## config.mk

```make
export PLATFORM = sky130hd
export DESIGN_NAME = shift_sweep_sequencer_flat
export DESIGN_NICKNAME = d
export VERILOG_FILES = /design/src/rtl/shift_sweep_pkg.sv /design/src/rtl/shift_sweep_sequencer_if.sv /design/src/rtl/tick_prescaler.sv /design/src/rtl/shift_sweep_sequencer.sv /design/src/flat_wrapper.sv
export SDC_FILE = /design/constraint.sdc
export NUM_CORES = 1
export LEC_CHECK = 0
export ABC_AREA = 1
export CAP_MARGIN = 10
export CELL_PAD_IN_SITES_DETAIL_PLACEMENT = 0
export CELL_PAD_IN_SITES_GLOBAL_PLACEMENT = 2
export CORE_ASPECT_RATIO = 1.1
export CORE_MARGIN = 2
export CORE_UTILIZATION = 29
export CTS_CLUSTER_DIAMETER = 200
export DETAILED_ROUTE_END_ITERATION = 7
export HOLD_SLACK_MARGIN = 0.05
export PLACE_DENSITY = 0.72
export SYNTH_ARGS = -nofsm -noshare
export SYNTH_HDL_FRONTEND = slang
export SYNTH_SLANG_ARGS = --single-unit
```

## constraint.sdc

```tcl
create_clock -name clk -period 1.4 [get_ports clk]
set_input_delay 0.28 -clock clk [delete_from_list [all_inputs] [get_ports clk]]
set_output_delay 0.28 -clock clk [all_outputs]
set_load 0.03 [all_outputs]
```

## src/rtl/shift_sweep_pkg.sv

```systemverilog
// Shared types and widths for the shift sweep sequencer and its shift-stage interface.
package shift_sweep_pkg;

    typedef enum logic [1:0] {
        IDLE  = 2'd0,
        RUN   = 2'd1,
        PAUSE = 2'd2
    } sweep_state_t;

    localparam int DATA_W = 8;
    localparam int AMT_W  = 3;
    localparam logic [AMT_W-1:0] AMT_MAX = 3'd7;

endpackage

```

## src/rtl/shift_sweep_sequencer_if.sv

```systemverilog
// Control inputs and shift-stage outputs of the sweep sequencer, bundled as one interface.
interface shift_sweep_sequencer_if;
    import shift_sweep_pkg::*;

    logic              load;
    logic [DATA_W-1:0] data_in;
    logic              start;
    logic              stop;
    logic              dir_in;
    logic              mode;
    logic [DATA_W-1:0] a;
    logic [AMT_W-1:0]  amt;
    logic              choice;
    logic              busy;
    logic              step;
    logic              done;

    modport master (
        output load, data_in, start, stop, dir_in, mode,
        input  a, amt, choice, busy, step, done
    );

    modport slave (
        input  load, data_in, start, stop, dir_in, mode,
        output a, amt, choice, busy, step, done
    );

endinterface

```

## src/rtl/tick_prescaler.sv

```systemverilog
// Mod-TICK_DIV step prescaler; tick is a decode of the count, asserted only while enabled.
module tick_prescaler #(
    parameter int TICK_DIV = 25_000_000
) (
    input  logic clk,
    input  logic reset,
    input  logic clr,
    input  logic en,
    output logic tick
);

    localparam int CNT_W = $clog2(TICK_DIV);
    localparam logic [CNT_W-1:0] CNT_LAST = CNT_W'(TICK_DIV - 1);

    logic [CNT_W-1:0] cnt_q, cnt_d;

    assign tick = en && (cnt_q == CNT_LAST);

    always_comb begin
        cnt_d = cnt_q;
        if (clr) begin
            cnt_d = '0;
        end else if (en) begin
            cnt_d = tick ? '0 : cnt_q + CNT_W'(1);
        end
    end

    always_ff @(posedge clk or posedge reset) begin
        if (reset) begin
            cnt_q <= '0;
        end else begin
            cnt_q <= cnt_d;
        end
    end

endmodule

```

## src/rtl/shift_sweep_sequencer.sv

```systemverilog
// Steps the shift amount 0..7 on a prescaled tick with start/stop/pause control.
// Define SHIFT_SWEEP_BOUNCE_EN to flip direction at the end of each continuous sweep.
module shift_sweep_sequencer
    import shift_sweep_pkg::*;
#(
    parameter int TICK_DIV = 25_000_000
) (
    input  logic                    clk,
    input  logic                    reset,
    shift_sweep_sequencer_if.slave  bus
);

    sweep_state_t      state_q, state_d;
    logic [DATA_W-1:0] a_q, a_d;
    logic [AMT_W-1:0]  amt_q, amt_d;
    logic              choice_q, choice_d;
    logic              busy_q, busy_d;
    logic              step_q, step_d;
    logic              done_q, done_d;

    logic tick;
    logic pre_clr;
    logic pre_en;
    logic sweep_end;

    // Holding en low while stop is high both freezes the count and swallows a coincident tick.
    assign pre_en    = (state_q == RUN) && !bus.stop;
    assign pre_clr   = (state_q == IDLE) && bus.start && !bus.stop;
    assign sweep_end = tick && (amt_q == AMT_MAX);

    tick_prescaler #(
        .TICK_DIV (TICK_DIV)
    ) u_prescaler (
        .clk   (clk),
        .reset (reset),
        .clr   (pre_clr),
        .en    (pre_en),
        .tick  (tick)
    );

    always_ff @(posedge clk or posedge reset) begin
        if (reset) begin
            state_q <= IDLE;
        end else begin
            state_q <= state_d;
        end
    end

    always_comb begin
        state_d = state_q;
        case (state_q)
            IDLE: begin
                if (!bus.stop && bus.start) state_d = RUN;
            end
            RUN: begin
                if (bus.stop)                       state_d = PAUSE;
                else if (sweep_end && !bus.mode)    state_d = IDLE;
            end
            PAUSE: begin
                if (bus.stop)       state_d = IDLE;
                else if (bus.start) state_d = RUN;
            end
            default: state_d = IDLE;
        endcase
    end

    always_comb begin
        a_d      = a_q;
        amt_d    = amt_q;
        choice_d = choice_q;
        step_d   = 1'b0;
        done_d   = 1'b0;
        busy_d   = (state_d != IDLE);
        case (state_q)
            IDLE: begin
                if (!bus.stop && bus.start) begin
                    amt_d    = '0;
                    choice_d = bus.dir_in;
                end else if (!bus.stop && bus.load) begin
                    a_d = bus.data_in;
                end
            end
            RUN: begin
                if (tick) begin
                    step_d = 1'b1;
                    if (amt_q == AMT_MAX) begin
                        amt_d = '0;
                        if (!bus.mode) begin
                            done_d = 1'b1;
                        end else begin
`ifdef SHIFT_SWEEP_BOUNCE_EN
                            choice_d = !choice_q;
`endif
                        end
                    end else begin
                        amt_d = amt_q + AMT_W'(1);
                    end
                end
            end
            PAUSE: begin
                if (bus.stop) begin
                    amt_d = '0;
                end else if (!bus.start && bus.load) begin
                    a_d = bus.data_in;
                end
            end
            default: ;
        endcase
    end

    always_ff @(posedge clk or posedge reset) begin
        if (reset) begin
            a_q      <= '0;
            amt_q    <= '0;
            choice_q <= 1'b0;
            busy_q   <= 1'b0;
            step_q   <= 1'b0;
            done_q   <= 1'b0;
        end else begin
            a_q      <= a_d;
            amt_q    <= amt_d;
            choice_q <= choice_d;
            busy_q   <= busy_d;
            step_q   <= step_d;
            done_q   <= done_d;
        end
    end

    assign bus.a      = a_q;
    assign bus.amt    = amt_q;
    assign bus.choice = choice_q;
    assign bus.busy   = busy_q;
    assign bus.step   = step_q;
    assign bus.done   = done_q;

endmodule
```

## src/flat_wrapper.sv

```systemverilog
// flat-port wrapper written by rule: the top's interface ports become plain ports
module shift_sweep_sequencer_flat import shift_sweep_pkg::*;
#(
    parameter int TICK_DIV = 25_000_000
)
  (clk, reset, bus_load, bus_data_in, bus_start, bus_stop, bus_dir_in, bus_mode, bus_a, bus_amt, bus_choice, bus_busy, bus_step, bus_done);
  shift_sweep_sequencer_if bus_i ();
  input  logic clk;
  input  logic reset;
  input wire logic [$bits(bus_i.load)-1:0] bus_load;
  input wire logic [$bits(bus_i.data_in)-1:0] bus_data_in;
  input wire logic [$bits(bus_i.start)-1:0] bus_start;
  input wire logic [$bits(bus_i.stop)-1:0] bus_stop;
  input wire logic [$bits(bus_i.dir_in)-1:0] bus_dir_in;
  input wire logic [$bits(bus_i.mode)-1:0] bus_mode;
  output wire logic [$bits(bus_i.a)-1:0] bus_a;
  output wire logic [$bits(bus_i.amt)-1:0] bus_amt;
  output wire logic [$bits(bus_i.choice)-1:0] bus_choice;
  output wire logic [$bits(bus_i.busy)-1:0] bus_busy;
  output wire logic [$bits(bus_i.step)-1:0] bus_step;
  output wire logic [$bits(bus_i.done)-1:0] bus_done;
  assign bus_i.load = bus_load;
  assign bus_i.data_in = bus_data_in;
  assign bus_i.start = bus_start;
  assign bus_i.stop = bus_stop;
  assign bus_i.dir_in = bus_dir_in;
  assign bus_i.mode = bus_mode;
  assign bus_a = bus_i.a;
  assign bus_amt = bus_i.amt;
  assign bus_choice = bus_i.choice;
  assign bus_busy = bus_i.busy;
  assign bus_step = bus_i.step;
  assign bus_done = bus_i.done;
  shift_sweep_sequencer #(.TICK_DIV(TICK_DIV)) u_core (.clk(clk), .reset(reset), .bus(bus_i));
endmodule
```

==> results_dict.tcl <==
set metrics [dict create \
    synth_area_per_cell_um2 7.40 \
    die_w_um 91.4 \
    synth_compound_area_frac 0.0262 \
    placedCellCount 538 \
    routedWlPerCell_um 12.7 \
    crit_buf_inv 1 \
    clockPowerShare 0.251 \
    crit_path_max_incr_delay_ns 0.36 \
    io_pins 30 \
    violations "negative setup slack" \
    swShare 0.326 \
    arrival_ns 1.73 \
    powerDensity_mw_per_mm2 819 \
    io_buffers 29 \
    worstSetupEndpointType "flop" \
    cts.clk_slew.worst_paths_ns 0.08 \
    synth-seq-cells 42 \
    async_flop_share 1.00 \
    antenna_cells 0 \
    synth_adder_area_share 0.0154 \
    drt_wl_total_um 6990 \
    cts_root_buf "clkbuf_8" \
    ir_drop_v 0.000671 \
    stdcell_count 550 \
    synth_nets 347 \
    start_kind "flop" \
    synth_area_leaders "dfrtp_1, nand2_1, nor2_1" \
    synthFlopType "dfrtp_1" \
    p_comb_frac 0.281 \
    relSlewSlack 0.721 \
    max_slew.worst_pin.slew_ns 0.416 \
    cp_common_cell "nor2_4" \
    critPathKind "reg -> reg" \
    hold_viol 0 \
    grt.overflow.total 0 \
    drive_gt1_frac 0.344 \
    final.setup_skew_ns 0.0103 \
    drc 0 \
    grt_use_total 0.162 \
    first_iter_violations 94 \
    core_area_mm2 0.00828 \
    die-height_um 100 \
    p_switching_mw 0.988 \
    rsz0062_at_grt "yes" \
    cts_tree "yes" \
    synth_top_area_frac 0.431 \
    grt_pass1_wl_um 11600 \
    clk_latency_ns 0.29 \
    gp_congestion 0.770 \
    crit_path_top_delay_cell "dfrtp_1" \
    first_pass_iters 4 \
    crit_required_ns 1.59 \
    place_ws_ns -0.447 \
    min_period_over_period 1.10 \
    p_leak_nw 1.77 \
    routed_via_density 4.37 \
    row_count 35 \
    fin_nets 457 \
    syn_area_mm2 0.00244 \
    internal-power_mw 2.04 \
    dp_hpwl_um 5510 \
    cts_hold_buffers 0 \
    synthCells 329 \
    cts.htree.levels 2 \
    syn_to_final_growth_pct 51.9 \
    fillers 847 \
    synth-edff-count 0 \
    max_freq_mhz 649 \
    yosys_warnings 0 \
    num_vias 2406 \
    r2r_slack_ns -0.14 \
    worst_slack_ns -0.141 \
    first_global_vias 2475 \
    synth_top_family_by_area "simple AND/OR/NAND/NOR gates" \
    die_area_mm2 0.00915 \
    yosys-mux-area-fraction 0.0370 \
    min_path_type "in -> async" \
    clock_path_buffers 2 \
    grt_antenna_before_repair 0 \
    status "finished with violations" \
    yosysMostFrequentCell "nand2_1" \
    cts_made_buffers 5 \
    max-cap-violations 0 \
    ant_nets 0 \
    worstPathMaxFanout 5 \
    path_cells "ha_2 > nand2_2 > nor2_4 > nand3_4 > nor2_4 > buf_4 > nand2_1 > nor3b_2" \
    synth_largest_area_cell "dfrtp_1" \
    synth-xor-area-share 0.0252 \
    setup_viol 27 \
    start_util 0.294 \
    grt_max_degree 23 \
    slew_viol_final 0 \
    power_frac_seq 0.468 \
    synth_commonest_cells "nand2_1, nor2_1, dfrtp_1, inv_1, nand3_1" \
    crit_family "simple AND/OR/NAND/NOR gates" \
    synth_cell_types 29 \
    clock_sinks 42 \
    seq_area_frac_synth 0.431 \
    synthSimpleGateAreaFrac 0.385 \
    period_needed_ns 1.54 \
]
[path summary, 6_finish.rpt]
check | start | endpoint | cells after the start
setup / recovery | u_core.u_prescaler.cnt_q[1] | u_core.u_prescaler.cnt_q[12] | 8
hold / removal | reset | u_core.u_prescaler.cnt_q[20] | 2
setup reg to reg | u_core.u_prescaler.cnt_q[1] | u_core.u_prescaler.cnt_q[12] | 8
hold reg to reg | u_core.bus.choice | u_core.bus.choice | 2
max in group asynchronous | reset | u_core.bus.amt[0] | 3
min in group clk | u_core.bus.choice | u_core.bus.choice | 2
[cell usage in the layout, fill, tap and decap left out, drive strengths merged]
| cell type | netlist | final |
|---|---|---|
| a21oi | 4 | 4 |
| and3 | 2 | 2 |
| buf | 3 | 77 |
| clkbuf | 0 | 8 |
| clkdlybuf4s15 | 0 | 1 |
| clkdlybuf4s50 | 0 | 13 |
| clkinv | 0 | 2 |
| dfrtp | 42 | 42 |
| dlygate4sd2 | 0 | 11 |
| dlymetal6s2s | 0 | 1 |
| ha | 3 | 3 |
| inv | 44 | 44 |
| mux2 | 8 | 8 |
| nand2 | 96 | 96 |
| nand3 | 26 | 26 |
| nand3b | 2 | 2 |
| nand4 | 6 | 6 |
| nor2 | 66 | 66 |
| nor3 | 10 | 10 |
| nor3b | 1 | 1 |
| o211ai | 1 | 1 |
| o21ai | 6 | 6 |
| o22ai | 1 | 1 |
| or2 | 1 | 1 |
| xnor2 | 1 | 1 |
| xor2 | 6 | 6 |
[routing by layer]
metal	track usage	share of wire	up-vias
li1	-	-	1248
met1	0.194	0.45	1124
met2	0.295	0.51	32
met3	0.0338	0.031	2
met4	0.0420	0.0052	0
met5	0	0	-
[what timing repair did]
action                     CTS  global route
setup endpoints to repair   45            43
pin swaps                   12             2
setup buffers                3             2
resized for setup           36            29
[stage by stage]
stage / hold slack, ns / area [um^2] / TNS (ns) / utilization / power (mW)
after floorplan: 0.390 / 2460 / -0.235 / - / 1.90
after global placement: 0.465 / 3470 / -13.22 / 0.419 / 2.34
after detailed placement: 0.476 / 3470 / -13.66 / 0.419 / 2.35
after CTS: 0.240 / 3620 / -3.06 / 0.437 / 3.07
after global routing: 0.237 / 3700 / -5.16 / 0.447 / 3.22
final: 0.237 / 3700 / -2.06 / 0.447 / 3.03
[cell families (layout without fill, tap and decap cells)]
kind of cell               Yosys count  count (layout)
muxes                                8               8
AOI/OAI and AO/OA                   12              12
and+or+nand+nor                    210             210
DFF                                 42              42
adders and majority gates            3               3
xor gates and xnor gates             7               7
buffers and inverters               47             157
[registers in the layout, indices dropped and copies added, names as in the netlist]
register	count
u_core.u_prescaler.cnt_q	25
u_core.bus.choice	1
u_core.bus.busy	1
u_core.bus.done	1
u_core.bus.amt	3
u_core.bus.a	8
u_core.state_q	2
u_core.bus.step	1
[area by class of cell]
class                           count  area [um^2]  share of cell area
Clock buffer                        5         68.8              0.0186
Inverter                           44          173              0.0467
Clock inverter                      2         10.0             0.00271
Multi-Input combinational cell    240         1350               0.364
Tap cell                          111          139              0.0375
Timing Repair Buffer              106          908               0.246
Sequential cell                    42         1050               0.285
[worst reg2reg max path, cell delays in order, from the launching register on]
cell     delay, ns
dfrtp_1       0.36
ha_2          0.19
nand2_2       0.07
nor2_4        0.18
nand3_4       0.14
nor2_4        0.18
buf_4         0.15
nand2_1       0.04
nor3b_2       0.14
[power groups by stage]
stage	Sequential (mW)	Clock, mW	Combinational [mW]
3_5_place_dp	1.45	0	0.900
2_1_floorplan	1.62	0	0.288
3_3_place_gp	1.44	0	0.900
4_1_cts	1.42	0.791	0.858
5_1_grt	1.44	0.854	0.929
6_report	1.42	0.761	0.853
No activity file was read; power rests on OpenSTA's default activity.
